File: src/rtl/vga_pkg.sv
// ============================================================================
//  Package : vga_pkg
//  Shared types and helpers for the pixel pipeline: packed RGB colour,
//  pipeline latency, palette depth and grayscale palette initialiser.
//  Revision: 1.0 - initial release
// ============================================================================
`default_nettype none

package vga_pkg;

  typedef struct packed {
    logic [7:0] r;
    logic [7:0] g;
    logic [7:0] b;
  } rgb_t;

  localparam int PIPE_LAT  = 3;
  localparam int PAL_DEPTH = 16;

  // Grayscale ramp: entry i = i*17 per channel, i.e. the nibble repeated.
  function automatic rgb_t gray_init(input logic [3:0] idx);
    rgb_t c;
    c.r = {idx, idx};
    c.g = {idx, idx};
    c.b = {idx, idx};
    return c;
  endfunction

endpackage

`default_nettype wire

File: src/rtl/pixel_pipeline_if.sv
// ============================================================================
//  Interface : pixel_pipeline_if
//  Palette write/commit bus between the pipeline top and the palette bank.
//  Revision: 1.0 - initial release
// ============================================================================
`default_nettype none

interface pixel_pipeline_if;
  import vga_pkg::*;

  logic       we;
  logic [3:0] idx;
  rgb_t       rgb;
  logic       commit;

  modport master (output we, idx, rgb, commit);
  modport slave  (input  we, idx, rgb, commit);

endinterface

`default_nettype wire

File: src/rtl/pixel_pipeline_palette_bank.sv
// ============================================================================
//  Module  : palette_bank
//  Double-buffered 16-entry palette. Writes land in the shadow copy; a commit
//  copies every shadow entry into the active copy, which is read async.
//  Revision: 1.0 - initial release
// ============================================================================
`default_nettype none

module palette_bank
  import vga_pkg::*;
(
  input  logic                  clk,
  input  logic                  rst_n,
  pixel_pipeline_if.slave       wr,
  input  logic [3:0]            rd_idx,
  output rgb_t                  rd_rgb
);

  rgb_t active_w [PAL_DEPTH];

  for (genvar gi = 0; gi < PAL_DEPTH; gi++) begin : g_entry
    rgb_t shadow_q;
    rgb_t active_q;

    // One palette slot: commit samples the pre-write shadow, so a write on
    // the commit edge is held back for the following commit.
    always_ff @(posedge clk or negedge rst_n) begin
      if (!rst_n) begin
        shadow_q <= gray_init(4'(gi));
        active_q <= gray_init(4'(gi));
      end else begin
        if (wr.commit) active_q <= shadow_q;
        if (wr.we && (wr.idx == 4'(gi))) shadow_q <= wr.rgb;
      end
    end

    assign active_w[gi] = active_q;
  end

  assign rd_rgb = active_w[rd_idx];

endmodule

`default_nettype wire

File: src/rtl/pixel_pipeline.sv
// ============================================================================
//  Module  : pixel_pipeline
//  Three-stage VGA pixel path: framebuffer address, palette index capture,
//  palette lookup to RGB, with timing signals delayed to match.
//  Optional: PIXEL_PIPELINE_TEST_PATTERN_EN adds test_en and colour bars.
//  Revision: 1.0 - initial release
// ============================================================================
`default_nettype none

module pixel_pipeline
  import vga_pkg::*;
#(
  parameter int FB_W = 160,
  parameter int FB_H = 120
) (
  input  logic        vgaclk,
  input  logic        reset_b,
  input  logic        hsync_in,
  input  logic        vsync_in,
  input  logic        blank_b_in,
  input  logic [9:0]  x,
  input  logic [9:0]  y,
  output logic [14:0] fb_addr,
  input  logic [3:0]  fb_rdata,
  input  logic        pal_we,
  input  logic [3:0]  pal_idx,
  input  logic [23:0] pal_rgb,
  output logic [7:0]  vga_r,
  output logic [7:0]  vga_g,
  output logic [7:0]  vga_b,
  output logic        hsync,
  output logic        vsync,
  output logic        blank_b,
  output logic        sync_b,
`ifdef PIXEL_PIPELINE_TEST_PATTERN_EN
  input  logic        test_en,
`endif
  output logic [7:0]  frame_cnt
);

  if (FB_W * FB_H > 32768) begin : g_fb_size_check
    $error("pixel_pipeline: framebuffer does not fit a 15-bit address");
  end

  // Stage registers
  logic [14:0] fb_addr_q, fb_addr_d;
  logic        blank1_q, hs1_q, vs1_q;
  logic [3:0]  idx2_q;
  logic        blank2_q, hs2_q, vs2_q;
  rgb_t        rgb_q, rgb_d;
  logic        blank3_q, hs3_q, vs3_q;
  logic        vs_hist_q;
  logic [7:0]  frame_q;
  rgb_t        pal_rd_w;
  logic        w_commit;
  logic [9:0]  w_row, w_col;

`ifdef PIXEL_PIPELINE_TEST_PATTERN_EN
  logic [9:0]  x1_q, x2_q;
  logic [2:0]  w_bar;
`endif

  assign w_row    = y >> 2;
  assign w_col    = x >> 2;
  assign w_commit = vs_hist_q & ~vsync_in;

  // Framebuffer address: constant multiply, zero during blanking
  always_comb begin
    fb_addr_d = '0;
    if (blank_b_in)
      fb_addr_d = 15'(15'(w_row) * 15'(FB_W)) + 15'(w_col);
  end

  pixel_pipeline_if pal_bus ();

  assign pal_bus.we     = pal_we;
  assign pal_bus.idx    = pal_idx;
  assign pal_bus.rgb    = rgb_t'(pal_rgb);
  assign pal_bus.commit = w_commit;

  palette_bank u_palette_bank (
    .clk    (vgaclk),
    .rst_n  (reset_b),
    .wr     (pal_bus),
    .rd_idx (idx2_q),
    .rd_rgb (pal_rd_w)
  );

`ifdef PIXEL_PIPELINE_TEST_PATTERN_EN
  assign w_bar = x2_q[9:7];
`endif

  // Stage-3 colour select: palette (or test bars), forced black when blanked
  always_comb begin
    rgb_d = '0;
    if (blank2_q) begin
      rgb_d = pal_rd_w;
`ifdef PIXEL_PIPELINE_TEST_PATTERN_EN
      if (test_en)
        rgb_d = {{8{w_bar[2]}}, {8{w_bar[1]}}, {8{w_bar[0]}}};
`endif
    end
  end

  // Pipeline stages and delayed timing; syncs idle high, blank idles low
  always_ff @(posedge vgaclk or negedge reset_b) begin
    if (!reset_b) begin
      fb_addr_q <= '0;
      blank1_q  <= 1'b0;
      hs1_q     <= 1'b1;
      vs1_q     <= 1'b1;
      idx2_q    <= '0;
      blank2_q  <= 1'b0;
      hs2_q     <= 1'b1;
      vs2_q     <= 1'b1;
      rgb_q     <= '0;
      blank3_q  <= 1'b0;
      hs3_q     <= 1'b1;
      vs3_q     <= 1'b1;
    end else begin
      fb_addr_q <= fb_addr_d;
      blank1_q  <= blank_b_in;
      hs1_q     <= hsync_in;
      vs1_q     <= vsync_in;
      idx2_q    <= fb_rdata;
      blank2_q  <= blank1_q;
      hs2_q     <= hs1_q;
      vs2_q     <= vs1_q;
      rgb_q     <= rgb_d;
      blank3_q  <= blank2_q;
      hs3_q     <= hs2_q;
      vs3_q     <= vs2_q;
    end
  end

`ifdef PIXEL_PIPELINE_TEST_PATTERN_EN
  // Column carried alongside the pipeline for the bar pattern
  always_ff @(posedge vgaclk or negedge reset_b) begin
    if (!reset_b) begin
      x1_q <= '0;
      x2_q <= '0;
    end else begin
      x1_q <= x;
      x2_q <= x1_q;
    end
  end
`endif

  // Vsync falling-edge detector and frame (commit) counter
  always_ff @(posedge vgaclk or negedge reset_b) begin
    if (!reset_b) begin
      vs_hist_q <= 1'b1;
      frame_q   <= '0;
    end else begin
      vs_hist_q <= vsync_in;
      if (w_commit) frame_q <= frame_q + 8'd1;
    end
  end

  assign fb_addr   = fb_addr_q;
  assign vga_r     = rgb_q.r;
  assign vga_g     = rgb_q.g;
  assign vga_b     = rgb_q.b;
  assign hsync     = hs3_q;
  assign vsync     = vs3_q;
  assign blank_b   = blank3_q;
  assign sync_b    = 1'b0;
  assign frame_cnt = frame_q;

endmodule

`default_nettype wire
File: config.mk
export PLATFORM = sky130hd
export DESIGN_NAME = pixel_pipeline
export DESIGN_NICKNAME = d
export VERILOG_FILES = /design/src/rtl/vga_pkg.sv /design/src/rtl/pixel_pipeline_if.sv /design/src/rtl/pixel_pipeline_palette_bank.sv /design/src/rtl/pixel_pipeline.sv
export SDC_FILE = /design/constraint.sdc
export NUM_CORES = 1
export LEC_CHECK = 0
export CORE_UTILIZATION = 58
export DETAILED_ROUTE_END_ITERATION = 12
export PLACE_DENSITY = 0.74
export SLEW_MARGIN = 20
export SYNTH_ARGS = -nofsm -noshare
export SYNTH_HDL_FRONTEND = slang
export SYNTH_HIERARCHICAL = 1
export SYNTH_SLANG_ARGS = --single-unit
File: constraint.sdc
create_clock -name vgaclk -period 2.9 [get_ports vgaclk]
set_clock_uncertainty 0.05 [all_clocks]
set_input_delay 0.58 -clock vgaclk [delete_from_list [all_inputs] [get_ports vgaclk]]
set_output_delay 0.58 -clock vgaclk [all_outputs]
set_load 0.05 [all_outputs]
-- After elaboration in Yosys (flattened, before gate mapping)
Index checks and enable logic that the tools add are counted.
- input port bits: 58
- flip-flop bits (word level): 828
- add/sub/neg operators: 2
- reductions and logical operators: 17
- multiply operators: 1
- multiplexer cells: 5
- bitwise operators: 3
- eq/ne operators: 15
- order comparisons: 1
- operators with widths (kind ; number):
    24-bit binary-select mux with 4-bit select ; 1
    24-bit two-way mux ; 3
    4-bit equality test, second input constant ; 8
    4-bit by 3-bit equality test with 1-bit output, second input constant ; 4
    1-bit logical AND ; 16
    15-bit by 8-bit adder with 15-bit output ; 1
    15-bit two-way mux ; 1
    8-bit by 3-bit multiplier with 10-bit output, second input constant ; 1
    8-bit by 1-bit adder with 8-bit output, second input constant ; 1
    4-bit by 2-bit equality test with 1-bit output, second input constant ; 2
    5-bit >= comparator, second input constant ; 1
    4-bit NOT with 5-bit output ; 1
    4-bit by 1-bit equality test with 1-bit output, second input constant ; 1
    4-bit logical NOT ; 1
    1-bit bitwise AND ; 1
    1-bit NOT ; 1

-- Logic depth before layout (Yosys ltp)
Gate-level depths: netlist of the first run.
- depth in word-level cells: 5
- depth in mapped cells: 9

-- Hierarchy
Netlist of the first run, hierarchy kept.
- modules (own cells, without submodules) (module ; times used ; seq. area each (um^2) ; cells an instance ; area an instance (um^2)):
    palette_bank ; 1 ; 19698.9 ; 1870 ; 31973.2
    pixel_pipeline ; 1 ; 1508.9 ; 194 ; 2514.9

-- Worst setup path after synthesis of the first run
No wires, ideal clock.
- path type: input -> register
- start point: in y[3]
- end point: reg fb_addr_q[14], in the netlist fb_addr[14]
- cell stages on the path: 9
- buffers on the path: 0
- slack: -0.191 ns
- arrival: 2.917 ns
- cell sequence: ha_1 -> ha_1 -> inv_1 -> fa_1 -> xor2_1 -> or2_0 -> or4_4 -> nor3_2 -> mux2_2
- word-level cells in the longest chain between the ends: 3
- ends and longest elaborated chain (item ; line ; source):
    start: declaration ; pixel_pipeline.sv:22 ; input logic [9:0] y,
    8-bit by 3-bit multiplier with 10-bit output ; pixel_pipeline.sv:71 ; fb_addr_d = 15'(15'(w_row) * 15'(FB_W)) + 15'(w_col);
    15-bit by 8-bit adder with 15-bit output ; pixel_pipeline.sv:71 ;
    15-bit two-way mux ; pixel_pipeline.sv:70 ; if (blank_b_in)
    via fb_addr_d[14] ; pixel_pipeline.sv:46 ; logic [14:0] fb_addr_q, fb_addr_d;
    end signal: assignment ; pixel_pipeline.sv:121 ; fb_addr_q <= fb_addr_d;
    end: declaration ; pixel_pipeline.sv:46 ;
The timed path passes the listed nets, and every way through them passes these cells.
A chain may end at the register's enable or synchronous reset.

-- Final worst setup path of the first run
Same ends and word-level chain as after synthesis.

==> out/metrics.yaml, run 1 <==
grt:
  grt_pass1_vias: 19800
  track_usage_pct: 26.0
  grt_max_degree: 118
  grt_pass1_wl_um: 118000
  grt_antenna_before_repair: 5
  overflow: 0
clocking:
  root_buffer: "clkbuf_16"
  cts_buffers: 83
  cts_buffer_depth: 3
  cts_tree: "built"
  clkSinkCount: 828
  h-tree-depth: 3
  clkTransAtPathRegs_ns: 0.06
  clock_latency_ns: 0.62
cells_and_area:
  filler_cell_count: 3893
  fin_nets: 2282
  layout-drive-gt1-share_pct: 66.6
  final_util_pct: 67.8
  area_delta_synth_final_pct: 15.8
  stdcell_count: 3048
  antennaDiodeCount: 0
  postLayoutCellArea_sq_um: 39900
power:
  power.density_nw_per_um2: 858
  p_leak_nw: 16.6
  ir_drop_v: 0.000493
die:
  coreArea_sq_um: 58900
  start_util_pct: 58.5
  die_x_um: 246
  die_h_um: 246
  rows: 89
  die_area_sq_um: 60400
  ioPinCount: 109
setup_path:
  start_kind: "input pin"
  reg2regPathDepth: 5
  endpoint_kind: "register"
  cp.arrival_ns: 3.28
  crit_fanout: 2
  cp.required_ns: 3.35
  worstSetupPathType: "in2reg"
worst_hold_path:
  whs_path_depth: 0
  min_path_type: "reg2reg"
timing:
  finalMaxSlewViolations: 0
  max_freq_mhz: 353
  tightest_slew_ns: 0.747
  hold_slack_ns: 0.292
  hold_viol: 0
  min_period_ns: 2.83
  rsz0062_at_grt: "no"
  fin_tns_setup_ns: 0
  setup_violations: 0
  fin_crit_sh_pct: 97.7
  maxSlewHeadroom_pct: 50.2
logic_synthesis:
  synth.area.top_cells: "dfrtp_1 (32%), dfstp_2 (30%), mux2_2 (24%)"
  synth_top_area_cell: "dfrtp_1"
  netlist_instances: 2064
  syn_avg_cell_area_sq_um: 16.7
  synth.top_cell.area_share_pct: 31.8
  yosys_warnings: 6
  synth_edf_count: 0
  synthDistinctLibCells: 58
  ys_seq_area_share_pct: 61.5
  ys_dominant_reg_cell: "dfrtp_1"
  netlist_area_sq_um: 34500
  synthArstFlopShare_pct: 100
  synthesis.nets: 2140
  ys_ff_latch: 828
placed_design:
  place_congestion: 0.749
  placed_cell_area_sq_um: 37100
  port-buffer-count: 103
  dpl.cell_count: 2893
  place_hpwl_um: 43800
route:
  drt_iter0_drc: 1017
  postRouteAntennaNets: 0
  routed_wl_um: 75000
  vias: 18100
  first_pass_iters: 5
  wire_per_inst_um: 24.6
  via_per_inst: 5.93
  post-route-drc-count: 0
status:
  status: "finished, final reports clean"
job:
  cap_violations: 0
-- routing by layer --
| layer | GRT usage (%) | wire (um) | vias to the layer above | part of all wire [%] |
|---|---|---|---|---|
| li1 | - | - | 7764 | - |
| met2 | 43.0 | 37700 | 330 | 50 |
| met5 | 0 | 59 | - | 0.079 |
| met1 | 35.7 | 32500 | 9846 | 43 |
| met4 | 7.82 | 1750 | 8 | 2.3 |
| met3 | 4.07 | 3040 | 123 | 4.0 |
-- flip-flops by register name (all words and copies together) (netlist names) --
signal / count
vga_r: 8
vs1_q: 1
vsync: 1
hsync: 1
u_palette_bank/g_entry.shadow_q: 384
blank1_q: 1
hs1_q: 1
fb_addr: 15
vs2_q: 1
blank_b: 1
blank2_q: 1
vga_g: 8
vga_b: 8
u_palette_bank/active_w: 384
frame_cnt: 8
idx2_q: 4
hs2_q: 1
-- cell usage in the layout, fill, tap and decap left out, types with 3 or more instances in the layout --
cell             count
inv_1                4
xnor2_1              8
mux4_2              96
mux2_1               4
a21oi_1              3
ha_1                14
clkbuf_16           87
dfrtp_1            436
a22oi_1             48
nand2b_1             3
nor2_4              10
nor3b_1              3
buf_12              40
nand4_1              3
buf_4               55
clkbuf_1            21
clkdlybuf4s50_1    101
nand2_1             28
mux2_4              21
xor2_1               5
nor2b_4              3
and2_1              33
mux2_2             745
or3_2                3
nand3_1              3
inv_6                4
clkinv_2            14
dfstp_2            390
bufinv_16            6
nor2_1              12
nor2b_1              3
clkbuf_8            20
-- worst paths after layout --
| kind | from | to | slack, ns |
|---|---|---|---|
| setup / recovery | y[3] | fb_addr[14] | 0.07 |
| hold / removal | blank1_q | blank2_q | 0.29 |
| setup reg to reg | idx2_q[0] | vga_b[4] | 0.69 |
| hold reg to reg | blank1_q | blank2_q | 0.29 |
| max in group asynchronous | reset_b | u_palette_bank/active_w[37] | 1.34 |
| min in group asynchronous | reset_b | u_palette_bank/g_entry[8].shadow_q[4] | 0.48 |
-- cells by family after synthesis --
kind of cell	Yosys count	share of synthesized area, %
multiplexers	866	31.6
flip-flops	828	61.5
buffers and inverters	147	2.26
AND/OR/NAND/NOR	122	2.04
AO/OA/AOI/OAI	68	1.51
adder cells (fa/ha/maj)	18	0.697
XOR/XNOR	14	0.356
other	1	0.0109
-- cell type report --
cell class / count / area (sq um) / share of cell area, %
inverters: 5 / 18.8 / 0.0470
flip-flops and latches: 828 / 21200 / 53.1
multi-input cells: 1089 / 12600 / 31.6
repair buffers: 199 / 2260 / 5.67
clock inverters: 26 / 300 / 0.752
well taps: 773 / 967 / 2.42
clock buffers: 128 / 2530 / 6.34
-- cell usage after synthesis, drive strengths merged (2+ instances only) --
master,n
mux2,770
dfrtp,438
dfstp,390
mux4,96
buf,93
clkbuf,49
a22oi,48
and2,33
nand2,29
nor2,23
ha,16
xnor2,8
nor2b,6
xor2,6
inv,5
nand2b,4
nand3,4
nand3b,4
nor3b,4
a21oi,3
nand4,3
o21ai,3
or3,3
a211o,2
a211oi,2
fa,2
nor3,2
o211ai,2
or2,2
-- worst max-delay path: stages --
cell,delay (ns)
clkdlybuf4s50_1,0.47
ha_4,0.30
ha_4,0.13
inv_2,0.03
fa_2,0.35
xor2_2,0.15
or2_0,0.25
or4_4,0.50
nor3_2,0.20
mux2_4,0.31
-- where the power goes --
part | total (mW) | internal, mW | switching, mW | leakage, nW
Clock | 10.9 | 6.56 | 4.36 | 1.40
Combinational | 6.06 | 3.63 | 2.43 | 5.74
Sequential | 17.3 | 15.7 | 1.57 | 9.50
-- repair_timing --
action,CTS,global route
endpoints found under the hold margin,20,0
hold buffers,1,0
setup endpoints to repair,0,1
buffers inserted,0,0
resized for setup,0,1
-- stage by stage --
step                total power [mW]  setup slack [ns]
detailed placement              23.5            -0.586
CTS                             34.5            0.0665
global route                    35.8           0.00333
global placement                23.0            -0.535
finish                          34.2            0.0654
floorplan                       21.4           -0.0185
No activity file was read; power rests on OpenSTA's default activity.
==> run 2: changes to the inputs <==
Settings changed: CTS_CLUSTER_SIZE from default to 40.
==> results of run 2 <==
The final DEF is identical to that of run 1; final timing and power are the same.
